**src/rtl/dmem_ctrl_pkg.sv**
```systemverilog
// Shared types and constants for the data-memory bus controller.
package dmem_ctrl_pkg;

  typedef enum logic [1:0] {
    IDLE = 2'd0,
    REQ  = 2'd1,
    WAIT = 2'd2
  } dmem_state_e;

  // Load data returned when a transaction is aborted by the timeout.
  localparam logic [31:0] DMEM_ERR_DATA = 32'hDEAD_BEEF;

endpackage

```
**src/rtl/dmem_ctrl_if.sv**
```systemverilog
// LSU-side and RAM-side signals of the data-memory controller.
// err_o exists only when DMEM_TIMEOUT_EN is defined.
interface dmem_ctrl_if #(
  parameter int ADDR_W = 32,
  parameter int DATA_W = 32
);
  logic              lsu_req_i;
  logic              lsu_we_i;
  logic [ADDR_W-1:0] lsu_addr_i;
  logic [DATA_W-1:0] lsu_wdata_i;
  logic              lsu_gnt_o;
  logic [DATA_W-1:0] lsu_rdata_o;
  logic              lsu_rvalid_o;
  logic              stall_o;
  logic              mem_req_o;
  logic              mem_we_o;
  logic [ADDR_W-1:0] mem_addr_o;
  logic [DATA_W-1:0] mem_wdata_o;
  logic              mem_gnt_i;
  logic              mem_rvalid_i;
  logic [DATA_W-1:0] mem_rdata_i;
`ifdef DMEM_TIMEOUT_EN
  logic              err_o;
`endif

  // Controller side.
  modport master (
    input  lsu_req_i, lsu_we_i, lsu_addr_i, lsu_wdata_i,
    input  mem_gnt_i, mem_rvalid_i, mem_rdata_i,
    output lsu_gnt_o, lsu_rdata_o, lsu_rvalid_o, stall_o,
`ifdef DMEM_TIMEOUT_EN
    output err_o,
`endif
    output mem_req_o, mem_we_o, mem_addr_o, mem_wdata_o
  );

  // LSU + RAM environment side.
  modport slave (
    output lsu_req_i, lsu_we_i, lsu_addr_i, lsu_wdata_i,
    output mem_gnt_i, mem_rvalid_i, mem_rdata_i,
    input  lsu_gnt_o, lsu_rdata_o, lsu_rvalid_o, stall_o,
`ifdef DMEM_TIMEOUT_EN
    input  err_o,
`endif
    input  mem_req_o, mem_we_o, mem_addr_o, mem_wdata_o
  );

endinterface

```
**src/rtl/dmem_ctrl.sv**
```systemverilog
// Single-outstanding load/store controller between the LSU and the data RAM.
// Optional abort-on-timeout when DMEM_TIMEOUT_EN is defined.
module dmem_ctrl
  import dmem_ctrl_pkg::*;
#(
  parameter int ADDR_W = 32,
  parameter int DATA_W = 32
`ifdef DMEM_TIMEOUT_EN
  , parameter int TIMEOUT_CYCLES = 16
`endif
) (
  input logic         clock,
  input logic         reset,
  dmem_ctrl_if.master bus
);

  dmem_state_e state_q, state_d;
  logic        accept, done, timeout;

`ifdef DMEM_TIMEOUT_EN
  localparam int TMO_W = ($clog2(TIMEOUT_CYCLES) > 8) ? $clog2(TIMEOUT_CYCLES) : 8;
  logic [TMO_W-1:0] tmo_cnt_q;
`endif

  always_ff @(posedge clock) begin
    if (reset) state_q <= IDLE;
    else       state_q <= state_d;
  end

  always_comb begin
    state_d       = state_q;
    accept        = 1'b0;
    done          = 1'b0;
    timeout       = 1'b0;
    bus.lsu_gnt_o = (state_q == IDLE);
    bus.stall_o   = (state_q != IDLE) | bus.lsu_req_i;
    case (state_q)
      IDLE: if (bus.lsu_req_i) begin
        accept  = 1'b1;
        state_d = REQ;
      end
      REQ:  if (bus.mem_gnt_i) state_d = WAIT;
      WAIT: if (bus.mem_rvalid_i) begin
        done    = 1'b1;
        state_d = IDLE;
      end
      default: state_d = IDLE;
    endcase
`ifdef DMEM_TIMEOUT_EN
    // A response arriving on the last allowed cycle still completes normally.
    if (state_q != IDLE && !done && tmo_cnt_q == TMO_W'(TIMEOUT_CYCLES - 1)) begin
      timeout = 1'b1;
      state_d = IDLE;
    end
`endif
  end

  always_ff @(posedge clock) begin
    if (reset) begin
      bus.mem_req_o    <= 1'b0;
      bus.mem_we_o     <= 1'b0;
      bus.mem_addr_o   <= '0;
      bus.mem_wdata_o  <= '0;
      bus.lsu_rvalid_o <= 1'b0;
      bus.lsu_rdata_o  <= '0;
    end else begin
      bus.lsu_rvalid_o <= done | timeout;
      if (accept) begin
        bus.mem_req_o   <= 1'b1;
        bus.mem_we_o    <= bus.lsu_we_i;
        bus.mem_addr_o  <= bus.lsu_addr_i & ~ADDR_W'(3);
        bus.mem_wdata_o <= bus.lsu_wdata_i;
      end else if (state_q == REQ && (bus.mem_gnt_i || timeout)) begin
        bus.mem_req_o <= 1'b0;
      end
      // mem_we_o stays valid through WAIT and tells us whether this was a load.
      if (done && !bus.mem_we_o)    bus.lsu_rdata_o <= bus.mem_rdata_i;
      if (timeout && !bus.mem_we_o) bus.lsu_rdata_o <= DATA_W'(DMEM_ERR_DATA);
    end
  end

`ifdef DMEM_TIMEOUT_EN
  always_ff @(posedge clock) begin
    if (reset) begin
      tmo_cnt_q <= '0;
      bus.err_o <= 1'b0;
    end else begin
      bus.err_o <= timeout;
      if (accept)                tmo_cnt_q <= '0;
      else if (state_q != IDLE)  tmo_cnt_q <= tmo_cnt_q + 1'b1;
    end
  end
`endif

endmodule

```
**src/flat_wrapper.sv**
```systemverilog
// flat-port wrapper written by rule: the top's interface ports become plain ports
module dmem_ctrl_flat import dmem_ctrl_pkg::*;
#(
  parameter int ADDR_W = 32,
  parameter int DATA_W = 32

)
  (clock, reset, bus_lsu_req_i, bus_lsu_we_i, bus_lsu_addr_i, bus_lsu_wdata_i, bus_mem_gnt_i, bus_mem_rvalid_i, bus_mem_rdata_i, bus_lsu_gnt_o, bus_lsu_rdata_o, bus_lsu_rvalid_o, bus_stall_o, bus_mem_req_o, bus_mem_we_o, bus_mem_addr_o, bus_mem_wdata_o);
  dmem_ctrl_if #(.ADDR_W(ADDR_W), .DATA_W(DATA_W)) bus_i ();
  input logic clock;
  input logic reset;
  input wire logic [$bits(bus_i.lsu_req_i)-1:0] bus_lsu_req_i;
  input wire logic [$bits(bus_i.lsu_we_i)-1:0] bus_lsu_we_i;
  input wire logic [$bits(bus_i.lsu_addr_i)-1:0] bus_lsu_addr_i;
  input wire logic [$bits(bus_i.lsu_wdata_i)-1:0] bus_lsu_wdata_i;
  input wire logic [$bits(bus_i.mem_gnt_i)-1:0] bus_mem_gnt_i;
  input wire logic [$bits(bus_i.mem_rvalid_i)-1:0] bus_mem_rvalid_i;
  input wire logic [$bits(bus_i.mem_rdata_i)-1:0] bus_mem_rdata_i;
  output wire logic [$bits(bus_i.lsu_gnt_o)-1:0] bus_lsu_gnt_o;
  output wire logic [$bits(bus_i.lsu_rdata_o)-1:0] bus_lsu_rdata_o;
  output wire logic [$bits(bus_i.lsu_rvalid_o)-1:0] bus_lsu_rvalid_o;
  output wire logic [$bits(bus_i.stall_o)-1:0] bus_stall_o;
  output wire logic [$bits(bus_i.mem_req_o)-1:0] bus_mem_req_o;
  output wire logic [$bits(bus_i.mem_we_o)-1:0] bus_mem_we_o;
  output wire logic [$bits(bus_i.mem_addr_o)-1:0] bus_mem_addr_o;
  output wire logic [$bits(bus_i.mem_wdata_o)-1:0] bus_mem_wdata_o;
  assign bus_i.lsu_req_i = bus_lsu_req_i;
  assign bus_i.lsu_we_i = bus_lsu_we_i;
  assign bus_i.lsu_addr_i = bus_lsu_addr_i;
  assign bus_i.lsu_wdata_i = bus_lsu_wdata_i;
  assign bus_i.mem_gnt_i = bus_mem_gnt_i;
  assign bus_i.mem_rvalid_i = bus_mem_rvalid_i;
  assign bus_i.mem_rdata_i = bus_mem_rdata_i;
  assign bus_lsu_gnt_o = bus_i.lsu_gnt_o;
  assign bus_lsu_rdata_o = bus_i.lsu_rdata_o;
  assign bus_lsu_rvalid_o = bus_i.lsu_rvalid_o;
  assign bus_stall_o = bus_i.stall_o;
  assign bus_mem_req_o = bus_i.mem_req_o;
  assign bus_mem_we_o = bus_i.mem_we_o;
  assign bus_mem_addr_o = bus_i.mem_addr_o;
  assign bus_mem_wdata_o = bus_i.mem_wdata_o;
  dmem_ctrl #(.ADDR_W(ADDR_W), .DATA_W(DATA_W)) u_core (.clock(clock), .reset(reset), .bus(bus_i));
endmodule
```
**config.mk**
```make
export PLATFORM = sky130hd
export DESIGN_NAME = dmem_ctrl_flat
export DESIGN_NICKNAME = d
export VERILOG_FILES = /design/src/rtl/dmem_ctrl_pkg.sv /design/src/rtl/dmem_ctrl_if.sv /design/src/rtl/dmem_ctrl.sv /design/src/flat_wrapper.sv
export SDC_FILE = /design/constraint.sdc
export NUM_CORES = 1
export LEC_CHECK = 0
export ABC_AREA = 1
export BUFFER_PORTS_ARGS = -buffer_cell sky130_fd_sc_hd__clkbuf_2
export CORE_ASPECT_RATIO = 1.1
export CORE_MARGIN = 2
export CORE_UTILIZATION = 48
export CTS_CLUSTER_DIAMETER = 150
export DETAILED_ROUTE_END_ITERATION = 8
export GPL_ROUTABILITY_DRIVEN = 0
export GPL_TIMING_DRIVEN = 0
export PLACE_DENSITY = 0.85
export SYNTH_ARGS = -nofsm -noshare
export SYNTH_HDL_FRONTEND = slang
export SYNTH_SLANG_ARGS = --single-unit
export TNS_END_PERCENT = 30
```
**constraint.sdc**
```tcl
create_clock -name clock -period 3 [get_ports clock]
set_input_delay 0.3 -clock clock [delete_from_list [all_inputs] [get_ports clock]]
set_output_delay 0.3 -clock clock [all_outputs]
set_load 0.1 [all_outputs]
```
# ---- After elaboration in Yosys (flattened, before gate mapping)
# Cells that the tools add are included.
dict set report op_classes {
  eq_ne 5
  mux 10
  bitwise_logic 1
  reduce_logical 7
}
# op n
set op_table {}
lappend op_table {{2-to-1 mux 1 bit} 6}
lappend op_table {{2-to-1 mux 2 bit} 3}
lappend op_table {{inequality test 2 bit, second input constant} 3}
lappend op_table {{case mux 2 bit (3 select lines)} 1}
lappend op_table {{nonzero test 2 bit} 2}
lappend op_table {{AND reduction 3 bit} 1}
lappend op_table {{equality test 2 x 1 -> 1 bit, second input constant} 1}
lappend op_table {{equality test 2 bit, second input constant} 1}
lappend op_table {{logical AND 1 bit} 2}
lappend op_table {{logical NOT 2 bit} 1}
lappend op_table {{logical NOT 1 bit} 1}
lappend op_table {{bitwise OR 1 bit} 1}
dict set report totals {
  reg_bits 99
  in_bits 102
  out_inout_bits 101
  wordCells 30
}

# ---- Depth between registers and ports, before layout
dict set report logic_depth {
  depth_word 4
  depth_mapped 6
  mapped_depth_nobuf 5
}

# ---- Worst setup path after synthesis
# No wires, ideal clock.
dict set report synth_timing {
  path_kind {reg2out}
  start {register u_core.state_q[0]}
  end {output port bus_stall_o}
  t_arrival_ps 1649
  path_slack_ps 1051
  path_stages_with_launch 3
  n_path_buf 0
  path_cell_list {dfxtp_1 > nor2_4 > nand2_1}
}
dict set report synth_via {
  elab_chain_len 2
}
# item line_no
set synth_lines {}
lappend synth_lines {{start: declaration} dmem_ctrl.sv:17} ;# dmem_state_e state_q, state_d;
lappend synth_lines {{start signal: assignment} dmem_ctrl.sv:27} ;# else state_q <= state_d;
lappend synth_lines {{nonzero test 2 bit} dmem_ctrl.sv:36} ;# bus.stall_o = (state_q != IDLE) | bus.lsu_req_i;
lappend synth_lines {{bitwise OR 1 bit} dmem_ctrl.sv:36}
lappend synth_lines {{end: declaration} flat_wrapper.sv:22} ;# output wire logic [$bits(bus_i.stall_o)-1:0] bus_stall_o;
# Every way passes these cells.

# ---- Worst setup path in the final report
# Ends and elaborated chain as after synthesis.

==> metrics.txt <==
outcome=completed; dpl hpwl=7810 µm; post-route setup TNS=0 ns; internal power=2000 µW; TritonCTS clock tree=built; CORE AREA=7830 µm²; Die Height=97.5 µm; switching share of power=41.1%; Ys Warns=0; Crit Path Category=flop to output pin; maxcap violations=0; worst hold start=bus_lsu_addr_i[3]; Crit Reg-Reg Endpoint=u_core.bus.lsu_rdata_o[19]; post-layout min period=1.74 ns; unrepaired setup endpoints after global routing=false; routed wire length=9890 µm; non-filler cells in the finished layout=830; CP max-delay cell=dfxtp_1; num rows=34; Worst Path Max Fanout=5; share of cells above drive strength 1=33.1%; R2R Path Start=u_core.bus.mem_we_o; combinational fraction of design power=32.8%; Pins Over Slew Limit=0; number of I/O port buffers=197; Worst slew margin=61.9%; Worst Hold Endpoint=u_core.bus.mem_addr_o[3]; chip width=89.0 µm; Post-route DRC=0; DRT antenna net count=0; Clock power frac=24.3%; nets=819; number of CTS-inserted buffers=9; unique cell type count in the Yosys netlist=21; crit path launch=u_core.state_q[0]; CTS Hold Bufs=0; post-cts resize count=0; vias in the first global route=3698; total congestion overflow=0; die area=8670 µm²; io pins=203; DR iter-0 viols=173; Worst-Margin Slew=0.574 ns; commonest cells in the netlist=nor2_1, dfxtp_1, o21ai_1; Clock transition at path regs=0.09 ns; H-tree Lvls=3; Critical Path Sink Type=output pin; Yosys reg bits=99; Synth top area share=52.0%; Seq/Total Area, Yosys=52.0%; critical path cell sequence=nor2_4 > nand2_1 > clkbuf_2; sequential group share of total power=42.9%; Via density=4.70; top_reg_cell synth=dfxtp_1; Yosys top cell by area=dfxtp_1; WP data arrival=1.44 ns; diodes inserted=0; vias=3897; Gate Count Post-Synth=508; Post-Place Setup Slack=1.55 ns; CP max stage delay=0.48 ns; Worst Reg-to-Reg Cells=5; initial antenna violation count=0; Initial Util=48.7%; All-Layer GR Usage=22.4%; Pre-Repair DR Iteration Count=4; Filler cells=738; synthesized area per cell=7.51 µm²; Root Buffer=clkbuf_8; fmax=574 MHz; Post-Syn Area=3810 µm²; Post-synth EDFFs=0; Hold Fails Final Rpt=0; # clock sinks=99; most numerous cell in the Yosys netlist=nor2_1; pin count of the biggest net entering global routing=16; Post-Place Cells=814; worst-case clock buffer depth=2; Reg2Reg Setup Slack=1.71 ns; Area growth, synth to finish=34.4%; Clock Skew=0.0151 ns; WL per Instance=11.9 µm; top cells by area, synth=dfxtp_1, nor2_1, o21ai_1; Leak Pwr=0.00265 µW; hold path depth=3; first-pass GRT wire length=15700 µm; Worst Hold Class=primary input to flop; Peak VDD IR=0.425 mV; final worst slack=1.26 ns; Post-CTS Setup Repair Bufs=0; Startpoint Class=flop; Setup violations, final=0; Critical Path RT=2.70 ns; final worst path period share=58.1%; Switching Power=1390 µW; pwr dens=662 nW/µm²; worst skew pair latency=0.35 ns; asr flop ratio synth=0%
worst max-delay path by stage:
| stage | endpoint | slack, ns |
|---|---|---|
| global route | bus_stall_o | 1.20 |
| global placement | u_core.bus.mem_wdata_o[15] | 1.61 |
| detailed placement | u_core.bus.mem_wdata_o[11] | 1.55 |
| CTS | bus_stall_o | 1.24 |
| floorplan | bus_stall_o | 1.05 |
| finish | bus_stall_o | 1.26 |
cell families after synthesis:
kind of cell	count (synthesis)	synth area share [%]
and+or+nand+nor	265	29.1
DFF	99	52.0
AOI/OAI and AO/OA	66	8.66
buffers and inverters	77	10.1
other	1	0.0983
layout by cell type, fill, tap and decap left out, drive strengths merged:
master    count
clkinvlp      1
nand3b        1
o21ai        63
clkbuf      220
buf          27
clkinv        2
nand2        36
nor2        194
conb          2
bufinv        1
a21oi         3
dfxtp        99
nand4        32
nand3         2
inv          39
power by group through the flow:
stage	clock network, µW	logic, µW	registers (µW)
6_report	825	1110	1450
5_1_grt	899	1170	1470
4_1_cts	838	1110	1460
3_5_place_dp	0	1110	1490
3_3_place_gp	0	1100	1480
2_1_floorplan	0	266	2120
per-stage QoR:
step	utilization [%]	area (µm²)	hold WS (ns)	total power (µW)
3_3_place_gp	63.1	4940	0.457	2580
2_1_floorplan	-	3820	0.369	2380
6_report	65.5	5120	0.180	3390
5_1_grt	65.5	5120	0.183	3530
4_1_cts	65.5	5120	0.175	3410
3_5_place_dp	63.1	4940	0.464	2600
layout make-up:
type	instances	area, µm²	share of cell area [%]
inverter	39	149	2.91
sequential	99	1980	38.7
clock buffer	12	135	2.64
clock inverter	4	51.3	1.00
tap	108	135	2.64
buffer	38	238	4.64
timing repair buffer	197	986	19.2
multi-input combinational	333	1450	28.3
critical path, delay by kind of cell (launching register included):
family | cells | cell delay [ns]
flops | 1 | 0.48
simple gates | 2 | 0.18
buf+inv | 1 | 0.45
layer usage:
layer  wire length, µm  vias to the layer above  global-route usage [%]
met5                 0                        -                       0
met4               214                        0                    7.58
met3               834                       19                    6.63
met2              4850                      145                    40.0
met1              3990                     1729                    24.5
li1                  -                     2004                       -
registers in the layout (all words and copies together), names as in the netlist:
signal                   cells
u_core.bus.mem_req_o         1
u_core.state_q               2
u_core.bus.mem_we_o          1
u_core.bus.mem_addr_o       30
u_core.bus.lsu_rdata_o      32
u_core.bus.mem_wdata_o      32
u_core.bus.lsu_rvalid_o      1
Power figures use the tool's default switching activity.
